$ cat config.mk
export PLATFORM = sky130hd
export DESIGN_NAME = cd_host_if_flat
export DESIGN_NICKNAME = d
export VERILOG_FILES = /design/src/rtl/cd_host_pkg.sv /design/src/rtl/cd_host_if_if.sv /design/src/rtl/cd_host_cmd_fsm.sv /design/src/rtl/cd_host_if.sv /design/src/flat_wrapper.sv
export SDC_FILE = /design/constraint.sdc
export NUM_CORES = 1
export LEC_CHECK = 0
export CAP_MARGIN = 20
export CORE_ASPECT_RATIO = 0.6
export CORE_MARGIN = 4
export CORE_UTILIZATION = 35
export CTS_BUF_LIST = sky130_fd_sc_hd__clkbuf_16
export DETAILED_ROUTE_END_ITERATION = 10
export DONT_BUFFER_PORTS = 1
export PLACE_DENSITY = 0.52
export REMOVE_ABC_BUFFERS = 1
export SKIP_LAST_GASP = 1
export SYNTH_ARGS = -nofsm -noshare
export SYNTH_HDL_FRONTEND = slang
export SYNTH_SLANG_ARGS = --single-unit
$ cat constraint.sdc
create_clock -name CLK -period 3.65 [get_ports CLK]
set_clock_uncertainty 0.2 [all_clocks]
set_input_delay 0.9125 -clock CLK [delete_from_list [all_inputs] [get_ports CLK]]
set_output_delay 0.9125 -clock CLK [all_outputs]
set_load 0.03 [all_outputs]
$ cat src/rtl/cd_host_pkg.sv
// Shared types and constants for the CD block host register interface.
// Holds the command FSM state, the register offset map and the CR reset signature.
package cd_host_pkg;

  typedef enum logic [1:0] {
    ST_IDLE      = 2'd0,
    ST_CMD       = 2'd1,
    ST_WAIT_RESP = 2'd2
  } cd_state_e;

  localparam logic [15:0] OFF_HIRQ     = 16'h0008;
  localparam logic [15:0] OFF_HIRQMASK = 16'h000C;
  localparam logic [15:0] OFF_CR_BASE  = 16'h0018;

  localparam int          CMOK_BIT  = 0;
  localparam logic [15:0] CMOK_MASK = 16'h0001;

  // "CDBLOCK" signature in CR0..CR3; any further CRs come up as all ones.
  function automatic logic [15:0] cr_rst_val(input int idx);
    case (idx)
      0:       return 16'h0043;
      1:       return 16'h4442;
      2:       return 16'h4C4F;
      3:       return 16'h434B;
      default: return 16'hFFFF;
    endcase
  endfunction

  function automatic logic [15:0] cr_offset(input int idx);
    return OFF_CR_BASE + 16'(4 * idx);
  endfunction

endpackage

$ cat src/rtl/cd_host_if_if.sv
// SCU A-bus chip-select 2 signals seen by the CD host register block.
// The host side drives address, data and strobes; the block returns read data.
interface cd_host_if_if;
  logic [25:0] AA;
  logic [15:0] ADO;
  logic [15:0] ADI;
  logic        ACS2_N;
  logic        AWRL_N;
  logic        AWRU_N;

  modport master (
    output AA, ADO, ACS2_N, AWRL_N, AWRU_N,
    input  ADI
  );

  modport slave (
    input  AA, ADO, ACS2_N, AWRL_N, AWRU_N,
    output ADI
  );
endinterface

$ cat src/rtl/cd_host_cmd_fsm.sv
// Command handshake sequencer: IDLE -> CMD -> WAIT_RESP, with optional response timeout.
// Emits single-cycle event strobes the register file uses to load CRs and HIRQ.
module cd_host_cmd_fsm
  import cd_host_pkg::*;
#(
  parameter int TIMEOUT_CYC = 0
) (
  input  logic      CLK,
  input  logic      RST,
  input  logic      CE_R,
  input  logic      i_start,
  input  logic      i_cmd_ready,
  input  logic      i_resp_valid,
  output cd_state_e o_state,
  output logic      o_start_take,
  output logic      o_resp_take,
  output logic      o_timeout_fire,
  output logic      o_cmd_valid,
  output logic      o_busy,
  output logic      o_timeout
);

  localparam int CNT_W = (TIMEOUT_CYC > 0) ? $clog2(TIMEOUT_CYC + 1) : 1;
  localparam logic [CNT_W-1:0] CNT_LAST = (TIMEOUT_CYC > 0) ? CNT_W'(TIMEOUT_CYC - 1) : '0;

  cd_state_e        r_state;
  cd_state_e        w_state_nxt;
  logic [CNT_W-1:0] r_wait_cnt;
  logic             r_timeout;
  logic             w_start_take;
  logic             w_resp_take;
  logic             w_timeout_fire;

  always_comb begin
    // NOTE: every output of this block gets a default before any branch, so no path
    // leaves a variable unassigned and no latch is inferred.
    w_state_nxt    = r_state;
    w_start_take   = 1'b0;
    w_resp_take    = 1'b0;
    w_timeout_fire = 1'b0;
    if (CE_R) begin
      case (r_state)
        ST_IDLE: begin
          if (i_start) begin
            w_start_take = 1'b1;
            w_state_nxt  = ST_CMD;
          end
        end
        ST_CMD: begin
          if (i_cmd_ready) w_state_nxt = ST_WAIT_RESP;
        end
        ST_WAIT_RESP: begin
          // A response arriving on the timeout cycle takes precedence.
          if (i_resp_valid) begin
            w_resp_take = 1'b1;
            w_state_nxt = ST_IDLE;
          end else if ((TIMEOUT_CYC != 0) && (r_wait_cnt == CNT_LAST)) begin
            w_timeout_fire = 1'b1;
            w_state_nxt    = ST_IDLE;
          end
        end
        default: w_state_nxt = ST_IDLE;
      endcase
    end
  end

  // NOTE: sequential state uses '<=' so every flop samples pre-edge values,
  // independent of statement order inside the block.
  always_ff @(posedge CLK) begin
    if (RST) begin
      r_state    <= ST_IDLE;
      r_wait_cnt <= '0;
      r_timeout  <= 1'b0;
    end else if (CE_R) begin
      r_state <= w_state_nxt;
      // Held at zero outside WAIT_RESP, so it always starts from zero on entry.
      if (r_state != ST_WAIT_RESP) begin
        r_wait_cnt <= '0;
      end else if (r_wait_cnt != '1) begin
        r_wait_cnt <= r_wait_cnt + 1'b1;
      end
      if (w_timeout_fire) r_timeout <= 1'b1;
    end
  end

  assign o_state        = r_state;
  assign o_start_take   = w_start_take;
  assign o_resp_take    = w_resp_take;
  assign o_timeout_fire = w_timeout_fire;
  assign o_cmd_valid    = (r_state == ST_CMD);
  assign o_busy         = (r_state != ST_IDLE);
  assign o_timeout      = r_timeout;

endmodule

$ cat src/rtl/cd_host_if.sv
// CD block host register file on A-bus CS2: HIRQ, HIRQMASK and the CR command/response
// words, with write-edge detection, read mux and registered interrupt output.
module cd_host_if
  import cd_host_pkg::*;
#(
  parameter int          NUM_CR      = 4,
  parameter logic [9:0]  BASE_HI     = 10'h189,
  parameter logic [15:0] HIRQ_RST    = 16'h0001,
  parameter int          TIMEOUT_CYC = 0
) (
  input  logic                  CLK,
  input  logic                  RST,
  input  logic                  CE_R,
  cd_host_if_if.slave           abus,
  output logic                  AIRQ_N,
  input  logic [15:0]           HIRQ_SET,
  output logic                  CMD_VALID,
  input  logic                  CMD_READY,
  output logic [NUM_CR*16-1:0]  CMD_DATA,
  input  logic                  RESP_VALID,
  input  logic [NUM_CR*16-1:0]  RESP_DATA,
  input  logic [15:0]           RESP_HIRQ,
  output logic                  BUSY,
  output logic                  TIMEOUT
);

  logic                 w_hit;
  logic [15:0]          w_offset;
  logic [15:0]          w_lane_mask;
  logic                 w_strb;
  logic                 r_strb_prev;
  logic                 w_wr_ev;
  logic                 w_last_cr_wr;
  logic                 w_unused_aa0;

  logic [15:0]          r_hirq;
  logic [15:0]          r_hirqmask;
  logic [15:0]          r_cr [NUM_CR];
  logic [NUM_CR*16-1:0] r_cmd_data;
  logic                 r_airq_n;

  logic [15:0]          w_hirq_nxt;
  logic [15:0]          w_hirqmask_nxt;
  logic [15:0]          w_cr_nxt [NUM_CR];
  logic [NUM_CR*16-1:0] w_cr_nxt_flat;
  logic [15:0]          w_rdata;

  cd_state_e            w_state;
  logic                 w_start_take;
  logic                 w_resp_take;
  logic                 w_timeout_fire;

  assign w_hit        = ~abus.ACS2_N && (abus.AA[25:16] == BASE_HI);
  assign w_offset     = {abus.AA[15:1], 1'b0};
  assign w_unused_aa0 = abus.AA[0];
  assign w_lane_mask  = {{8{~abus.AWRU_N}}, {8{~abus.AWRL_N}}};
  assign w_strb       = ~abus.AWRL_N | ~abus.AWRU_N;
  // Only the leading edge of a strobe writes; a held strobe is a single access.
  assign w_wr_ev      = CE_R & w_hit & w_strb & ~r_strb_prev;
  assign w_last_cr_wr = w_wr_ev && (w_offset == cr_offset(NUM_CR - 1));

  cd_host_cmd_fsm #(
    .TIMEOUT_CYC (TIMEOUT_CYC)
  ) u_cmd_fsm (
    .CLK            (CLK),
    .RST            (RST),
    .CE_R           (CE_R),
    .i_start        (w_last_cr_wr),
    .i_cmd_ready    (CMD_READY),
    .i_resp_valid   (RESP_VALID),
    .o_state        (w_state),
    .o_start_take   (w_start_take),
    .o_resp_take    (w_resp_take),
    .o_timeout_fire (w_timeout_fire),
    .o_cmd_valid    (CMD_VALID),
    .o_busy         (BUSY),
    .o_timeout      (TIMEOUT)
  );

  always_comb begin
    for (int i = 0; i < NUM_CR; i++) begin
      w_cr_nxt[i] = r_cr[i];
      if ((w_state == ST_IDLE) && w_wr_ev && (w_offset == cr_offset(i))) begin
        w_cr_nxt[i] = (r_cr[i] & ~w_lane_mask) | (abus.ADO & w_lane_mask);
      end
      if (w_resp_take)    w_cr_nxt[i] = RESP_DATA[i*16 +: 16];
      if (w_timeout_fire) w_cr_nxt[i] = 16'hFFFF;
      w_cr_nxt_flat[i*16 +: 16] = w_cr_nxt[i];
    end
  end

  always_comb begin
    // NOTE: blocking '=' in combinational logic; later statements override earlier
    // ones, so the statement order below is the set-over-clear priority.
    w_hirq_nxt = r_hirq;
    if (w_wr_ev && (w_offset == OFF_HIRQ)) begin
      w_hirq_nxt = r_hirq & (abus.ADO | ~w_lane_mask);
    end
    if (w_start_take) w_hirq_nxt[CMOK_BIT] = 1'b0;
    w_hirq_nxt = w_hirq_nxt | HIRQ_SET;
    if (w_resp_take)    w_hirq_nxt = w_hirq_nxt | RESP_HIRQ | CMOK_MASK;
    if (w_timeout_fire) w_hirq_nxt = w_hirq_nxt | CMOK_MASK;

    w_hirqmask_nxt = r_hirqmask;
    if (w_wr_ev && (w_offset == OFF_HIRQMASK)) begin
      w_hirqmask_nxt = (r_hirqmask & ~w_lane_mask) | (abus.ADO & w_lane_mask);
    end
  end

  always_ff @(posedge CLK) begin
    if (RST) begin
      r_strb_prev <= 1'b0;
      r_hirq      <= HIRQ_RST;
      r_hirqmask  <= 16'h0000;
      r_cmd_data  <= '0;
      r_airq_n    <= 1'b1;
      // NOTE: the CR array is explicitly reset because the host reads the
      // signature straight after reset; it is flops, not a RAM macro.
      for (int i = 0; i < NUM_CR; i++) r_cr[i] <= cr_rst_val(i);
    end else if (CE_R) begin
      r_strb_prev <= w_strb;
      r_hirq      <= w_hirq_nxt;
      r_hirqmask  <= w_hirqmask_nxt;
      r_airq_n    <= ~|(r_hirq & r_hirqmask);
      for (int i = 0; i < NUM_CR; i++) r_cr[i] <= w_cr_nxt[i];
      if (w_start_take) r_cmd_data <= w_cr_nxt_flat;
    end
  end

  always_comb begin
    w_rdata = 16'h0000;
    if (w_hit) begin
      if (w_offset == OFF_HIRQ)     w_rdata = r_hirq;
      if (w_offset == OFF_HIRQMASK) w_rdata = r_hirqmask;
      for (int i = 0; i < NUM_CR; i++) begin
        if (w_offset == cr_offset(i)) w_rdata = r_cr[i];
      end
    end
  end

  assign abus.ADI = w_rdata;
  assign AIRQ_N   = r_airq_n;
  assign CMD_DATA = r_cmd_data;

endmodule
$ cat src/flat_wrapper.sv
// flat-port wrapper written by rule: the top's interface ports become plain ports
module cd_host_if_flat import cd_host_pkg::*;
#(
  parameter int          NUM_CR      = 4,
  parameter logic [9:0]  BASE_HI     = 10'h189,
  parameter logic [15:0] HIRQ_RST    = 16'h0001,
  parameter int          TIMEOUT_CYC = 0
)
  (CLK, RST, CE_R, AIRQ_N, HIRQ_SET, CMD_VALID, CMD_READY, CMD_DATA, RESP_VALID, RESP_DATA, RESP_HIRQ, BUSY, TIMEOUT, abus_AA, abus_ADO, abus_ACS2_N, abus_AWRL_N, abus_AWRU_N, abus_ADI);
  cd_host_if_if abus_i ();
  input  logic CLK;
  input  logic RST;
  input  logic CE_R;
  output logic AIRQ_N;
  input  logic [15:0] HIRQ_SET;
  output logic CMD_VALID;
  input  logic CMD_READY;
  output logic [NUM_CR*16-1:0] CMD_DATA;
  input  logic RESP_VALID;
  input  logic [NUM_CR*16-1:0] RESP_DATA;
  input  logic [15:0] RESP_HIRQ;
  output logic BUSY;
  output logic TIMEOUT;
  input wire logic [$bits(abus_i.AA)-1:0] abus_AA;
  input wire logic [$bits(abus_i.ADO)-1:0] abus_ADO;
  input wire logic [$bits(abus_i.ACS2_N)-1:0] abus_ACS2_N;
  input wire logic [$bits(abus_i.AWRL_N)-1:0] abus_AWRL_N;
  input wire logic [$bits(abus_i.AWRU_N)-1:0] abus_AWRU_N;
  output wire logic [$bits(abus_i.ADI)-1:0] abus_ADI;
  assign abus_i.AA = abus_AA;
  assign abus_i.ADO = abus_ADO;
  assign abus_i.ACS2_N = abus_ACS2_N;
  assign abus_i.AWRL_N = abus_AWRL_N;
  assign abus_i.AWRU_N = abus_AWRU_N;
  assign abus_ADI = abus_i.ADI;
  cd_host_if #(.NUM_CR(NUM_CR), .BASE_HI(BASE_HI), .HIRQ_RST(HIRQ_RST), .TIMEOUT_CYC(TIMEOUT_CYC)) u_core (.CLK(CLK), .RST(RST), .CE_R(CE_R), .abus(abus_i), .AIRQ_N(AIRQ_N), .HIRQ_SET(HIRQ_SET), .CMD_VALID(CMD_VALID), .CMD_READY(CMD_READY), .CMD_DATA(CMD_DATA), .RESP_VALID(RESP_VALID), .RESP_DATA(RESP_DATA), .RESP_HIRQ(RESP_HIRQ), .BUSY(BUSY), .TIMEOUT(TIMEOUT));
endmodule
==> results of run 1 <==
[cell usage after synthesis (3+ instances only)]
cell type | n | share of area [%]
nor4_4 | 3 | 0.75
buf_2 | 12 | 0.70
and4_1 | 6 | 0.62
and3_1 | 5 | 0.37
o211ai_1 | 6 | 0.53
mux2i_1 | 16 | 1.9
a221oi_1 | 20 | 2.1
o21ai_1 | 18 | 1.1
nand2_1 | 106 | 4.7
edfxtp_1 | 64 | 22
o21ai_0 | 138 | 8.1
clkbuf_1 | 68 | 3.0
and2_1 | 7 | 0.51
buf_1 | 4 | 0.18
nand4_1 | 15 | 1.1
a31oi_1 | 24 | 1.8
a21oi_1 | 39 | 2.3
nor4b_4 | 3 | 0.83
a22oi_1 | 4 | 0.35
nor2b_1 | 3 | 0.22
or3_1 | 4 | 0.29
dfxtp_1 | 100 | 23
nor4b_1 | 3 | 0.31
nor4_1 | 5 | 0.37
nand3_1 | 16 | 0.94
nor3_1 | 112 | 6.6
o31ai_1 | 15 | 1.3
nor2_1 | 62 | 2.7
a21o_1 | 16 | 1.4
inv_1 | 8 | 0.35
o221ai_1 | 12 | 1.2
a211oi_1 | 40 | 3.5
[state kept, by name (all words and copies together) (netlist names), named ones only]
name / cells
u_core.CMD_DATA: 64
u_core.r_cr: 64
u_core.r_hirq: 16
u_core.u_cmd_fsm.o_state: 2
u_core.AIRQ_N: 1
u_core.r_strb_prev: 1
[area by class of cell]
cell class | instances | area share [%]
inverter | 8 | 0.286
multi-input combinational | 732 | 42.6
sequential | 164 | 37.4
tap | 315 | 3.76
timing repair buffer | 123 | 10.5
clock buffer | 19 | 4.53
clock inverter | 13 | 0.871
[power breakdown]
part | internal (mW) | total (mW) | leakage (nW) | switching (mW)
logic | 0.0674 | 0.177 | 1.78 | 0.109
registers | 1.94 | 1.98 | 1.44 | 0.0335
clock network | 1.00 | 1.80 | 0.297 | 0.794
[critical path, delay by kind of cell]
| family | cells | cell delay, ps |
|---|---|---|
| compound gates | 2 | 360 |
| simple gates | 3 | 620 |
| buf+inv | 5 | 740 |
[worst max path at each step]
stage / start / to / depth (start not counted)
finish: abus_AA[11] / abus_ADI[0] / 10
global route: abus_AA[11] / abus_ADI[0] / 10
CTS: abus_AA[15] / abus_ADI[12] / 9
detailed placement: abus_AA[5] / abus_ADI[0] / 7
global placement: abus_AA[11] / abus_ADI[12] / 7
floorplan: abus_AA[10] / abus_ADI[0] / 5
[layer usage]
layer	global-route usage (%)	vias to the layer above
li1	-	3874
met1	35.6	4070
met2	37.6	406
met3	8.18	40
met4	6.86	6
met5	0	-
[through the flow]
stage | hold slack, ps | setup TNS, ps
floorplan | 258 | -30720
finish | 305 | -494
global route | 316 | -1740
global placement | 279 | -1210
CTS | 291 | -195
detailed placement | 277 | -1600
[cells by family (layout without fill, tap and decap cells)]
group | count (synthesis) | in the layout | synth area share, %
simple gates | 371 | 371 | 22.7
compound gates | 344 | 344 | 24.9
flops | 164 | 164 | 45.9
buf+inv | 95 | 163 | 4.57
mux | 16 | 16 | 1.87
other cells | 1 | 1 | 0.0439
[repair_timing]
item | CTS | global route
setup buffers | 24 | 5
resized for setup | 36 | 22
setup endpoints to repair | 16 | 23
pin swaps | 12 | 10
gates cloned | 3 | 0
==> metrics.txt, run 1 <==
peak supply drop=0.000234 V; cell count of the worst hold path=2; pwr/cell area=377 nW/um^2; setup ws final=-109 ps; gpl congestion=0.872; placed cell count=1,312; DRT iter0 DRCs=837; Syn Std Cell Area=8540 sq um; register area share after synthesis=45.9%; design area=10,500 sq um; die footprint=27,100 sq um; Clk Latency, worst-skew pair=440 ps; Avg Inst Size Synth=8.62 sq um; first-pass GRT wire length=51,600 um; Max Fclk=0.266 GHz; DRT Pass-1 Iters=5; Hold Crit Class=reg2reg; Port-buffer cells=0; TritonCTS buffer count=17; htree depth=4; fraction of registers with async set/reset=0%; worst path cell trace=nor4_4 > buf_4 > buf_6 > nand4_1 > nor2_4 > buf_12 > buf_16 > a21oi_4 > a211oi_2 > buf_4; FF-to-FF Start=u_core.u_cmd_fsm.o_state[1]; CTS Sinks=164; Critical R2R Capture=u_core.r_cr[3][3]; Critical Path AT=2650 ps; Clk pin slew, worst setup/hold paths=70 ps; Die Y=129 um; CP Max Fanout=5; DR vias=8,396; worst-margin pin slew=835 ps; Non-Filler Instances=1,374; most frequent cells in the layout=o21ai_0, nor3_1, nand2_1; clk buf depth=2; root buf cell=clkbuf_16; largest net degree at the start of global routing=52; DRC viols=0; failing checks=setup timing; worst r2r path cells=4; most used cell, CP=buf_4; DR WL met3=3520 um; cts hold-fix bufs=0; die width=210 um; vias per inst=6.11; share of post-route cells with drive strength above 1=19.2%; slowest stage delay, CP=320 ps; Final Core Density=44.5%; n_diodes=0; Tmin final=3760 ps; met2 WL=15,400 um; Synth Flop Type=dfxtp_1; final hold vios=0; GRT Overall Usage=25.3%; Initial Util=36.3%; Detail Route Antenna Nets=0; Pwr Total=3.95 mW; Crit. End Element=output pin; worst setup path class=in2out; metal1 wirelength=15,900 um; wire per inst=25.8 um; Highest Signal Layer=met5; Slew HR=44.4%; Post-DP Area=9400 sq um; vias in the first global route=8,115; commonest non-fill, non-tap cell in the layout=o21ai_0; total grt overflow=0; Worst R2R Setup Slack=1160 ps; Multi-input gate area=4470 sq um; fillcell total=2,322; nets=1,192; Synth cell types=61; Final Cycle Share=103%; final setup vio count=9; Post-Synthesis Cells=991; status=finished, violations left; IO Pins=230; initial antenna violation count=3; register area=3920 sq um; Synth Warn #=0; CTS tree=yes; WP data required=2540 ps; worst-path cell with the longest stage delay=a211oi_2; synthesis-to-finish area growth=22.7%; Setup WS pre-CTS=-223 ps; Rows=43; Worst setup SP type=input pin; EDFF count, synth=64; Detailed Place HPWL=24,000 um; Synth Register Bits=164; Leak=3.51 nW; wirelength, routed=35,400 um; Core Area=23,600 sq um; number of max-cap violations=0; fin. max-slew vios=0; Endpoint, Worst Hold=u_core.r_hirq[10]; RSZ-0062 raised after global routing=true; worst hold start=u_core.r_hirq[10]
(Power assumes the default switching activity.)
==> run 2, diff against run 1 <==
--- a/config.mk
+++ b/config.mk
@@ -8,11 +8,10 @@
 export CAP_MARGIN = 20
 export CORE_ASPECT_RATIO = 0.6
 export CORE_MARGIN = 4
-export CORE_UTILIZATION = 35
-export CTS_BUF_LIST = sky130_fd_sc_hd__clkbuf_16
+export CORE_UTILIZATION = 30
 export DETAILED_ROUTE_END_ITERATION = 10
 export DONT_BUFFER_PORTS = 1
-export PLACE_DENSITY = 0.52
+export PLACE_DENSITY = 0.47
 export REMOVE_ABC_BUFFERS = 1
 export SKIP_LAST_GASP = 1
 export SYNTH_ARGS = -nofsm -noshare
==> constraint.sdc (replaced) <==
create_clock -name CLK -period 3.6 [get_ports CLK]
set_clock_uncertainty 0.2 [all_clocks]
set_input_delay 0.9 -clock CLK [delete_from_list [all_inputs] [get_ports CLK]]
set_output_delay 0.9 -clock CLK [all_outputs]
set_load 0.03 [all_outputs]
==> metrics.txt, run 2 (synthesized netlist as in run 1, its figures left out) <==
status=finished, violations left; failing checks=setup timing; DR WL met3=3570 um; Core Area=27,800 sq um; number of max-cap violations=0; CTS tree=yes; Hold Crit Class=reg2reg; WP data required=2500 ps; Max Fclk=0.269 GHz; Pwr Total=4.00 mW; Slew HR=42.4%; CP Max Fanout=5; vias in the first global route=8,258; wire per inst=27.6 um; largest net degree at the start of global routing=109; Rows=47; pwr/cell area=370 nW/um^2; nets=1,203; commonest non-fill, non-tap cell in the layout=o21ai_0; Non-Filler Instances=1,437; setup ws final=-117 ps; Setup WS pre-CTS=-201 ps; htree depth=4; root buf cell=clkbuf_16; first-pass GRT wire length=54,300 um; Port-buffer cells=0; fin. max-slew vios=0; metal1 wirelength=18,200 um; Setup Total Neg Slack=-1060 ps; TritonCTS buffer count=17; Clk Latency, worst-skew pair=460 ps; Worst setup SP type=input pin; Leak=3.60 nW; Initial Util=30.7%; GRT Overall Usage=23.0%; Final Core Density=38.8%; IO Pins=230; Die Y=139 um; Crit. End Element=output pin; clk buf depth=2; met2 WL=16,900 um; vias per inst=5.99; worst hold start=u_core.r_hirq[10]; CTS Sinks=164; share of post-route cells with drive strength above 1=21.4%; placed cell count=1,368; RSZ-0062 raised after global routing=true; most frequent cells in the layout=o21ai_0, nor3_1, dfxtp_1; Critical Path Start=abus_AA[11]; Clk pin slew, worst setup/hold paths=60 ps; final hold vios=0; worst-margin pin slew=864 ps; total grt overflow=0; DRT iter0 DRCs=877; DR vias=8,604; Highest Signal Layer=met4; gpl congestion=0.843; DRT Pass-1 Iters=5; Detail Route Antenna Nets=0; Tmin final=3720 ps; Critical Path AT=2620 ps; FF-to-FF Start=u_core.u_cmd_fsm.o_state[1]; initial antenna violation count=1; peak supply drop=0.000312 V; DRC viols=0; final setup vio count=15; die width=226 um; synthesis-to-finish area growth=26.3%; Detailed Place HPWL=25,500 um; wirelength, routed=39,700 um; Final Cycle Share=103%; die footprint=31,300 sq um; worst setup path class=in2out
run 2: changes by cell type in the layout (fill, tap and decap cells not counted), sizes merged:
cell,delta
buf,+6
clkbuf,+6
clkinvlp,+2
diode,+1
inv,-5
o41a,+1
run 2: timing repair:
action,in CTS,in global routing
hold buffers,0,0
pin swaps,3,20
setup buffers,21,10
endpoints found under the setup margin,16,80
resized for setup,30,69
gates cloned,0,9
run 2: per-stage QoR:
step	area, sq um	hold WS (ps)
after CTS	10300	291
final	10800	295
after global routing	10800	311
after floorplan	8180	258
after detailed placement	9480	281
after global placement	9480	279
run 2: area by class of cell:
class,instances,area [sq um]
tap,367,459
inverter,8,30.0
antenna,1,2.50
clock buffer,21,460
clock inverter,10,86.3
fill,2817,17000
sequential,164,3920
multi-input combinational,733,4540
timing repair buffer,133,1290
run 2: path summary, 6_finish.rpt:
check | slack [ps] | cells past startpoint | to
setup / recovery | -120 | 9 | abus_ADI[9]
hold / removal | 290 | 2 | u_core.r_hirq[10]
hold reg to reg | 290 | 2 | u_core.r_hirq[10]
setup reg to reg | 1070 | 4 | u_core.r_cr[3][1]
run 2: routing by layer:
| metal | vias to the layer above | GRT usage [%] |
|---|---|---|
| met5 | - | 0 |
| met4 | 0 | 6.99 |
| met3 | 58 | 6.85 |
| met2 | 386 | 33.9 |
| met1 | 4247 | 32.6 |
| li1 | 3913 | - |
run 2: power breakdown:
group	switching [mW]	internal [mW]
clock	0.793	0.978
sequential	0.0362	1.97
combinational	0.134	0.0844
total	0.963	3.03
run 2: worst max-delay path, stage by stage:
cell	delay, ps
nor4_4	330
buf_4	210
buf_6	100
nand4_1	190
buf_6	240
o22a_1	210
o211ai_1	130
a31oi_1	110
buf_4	200
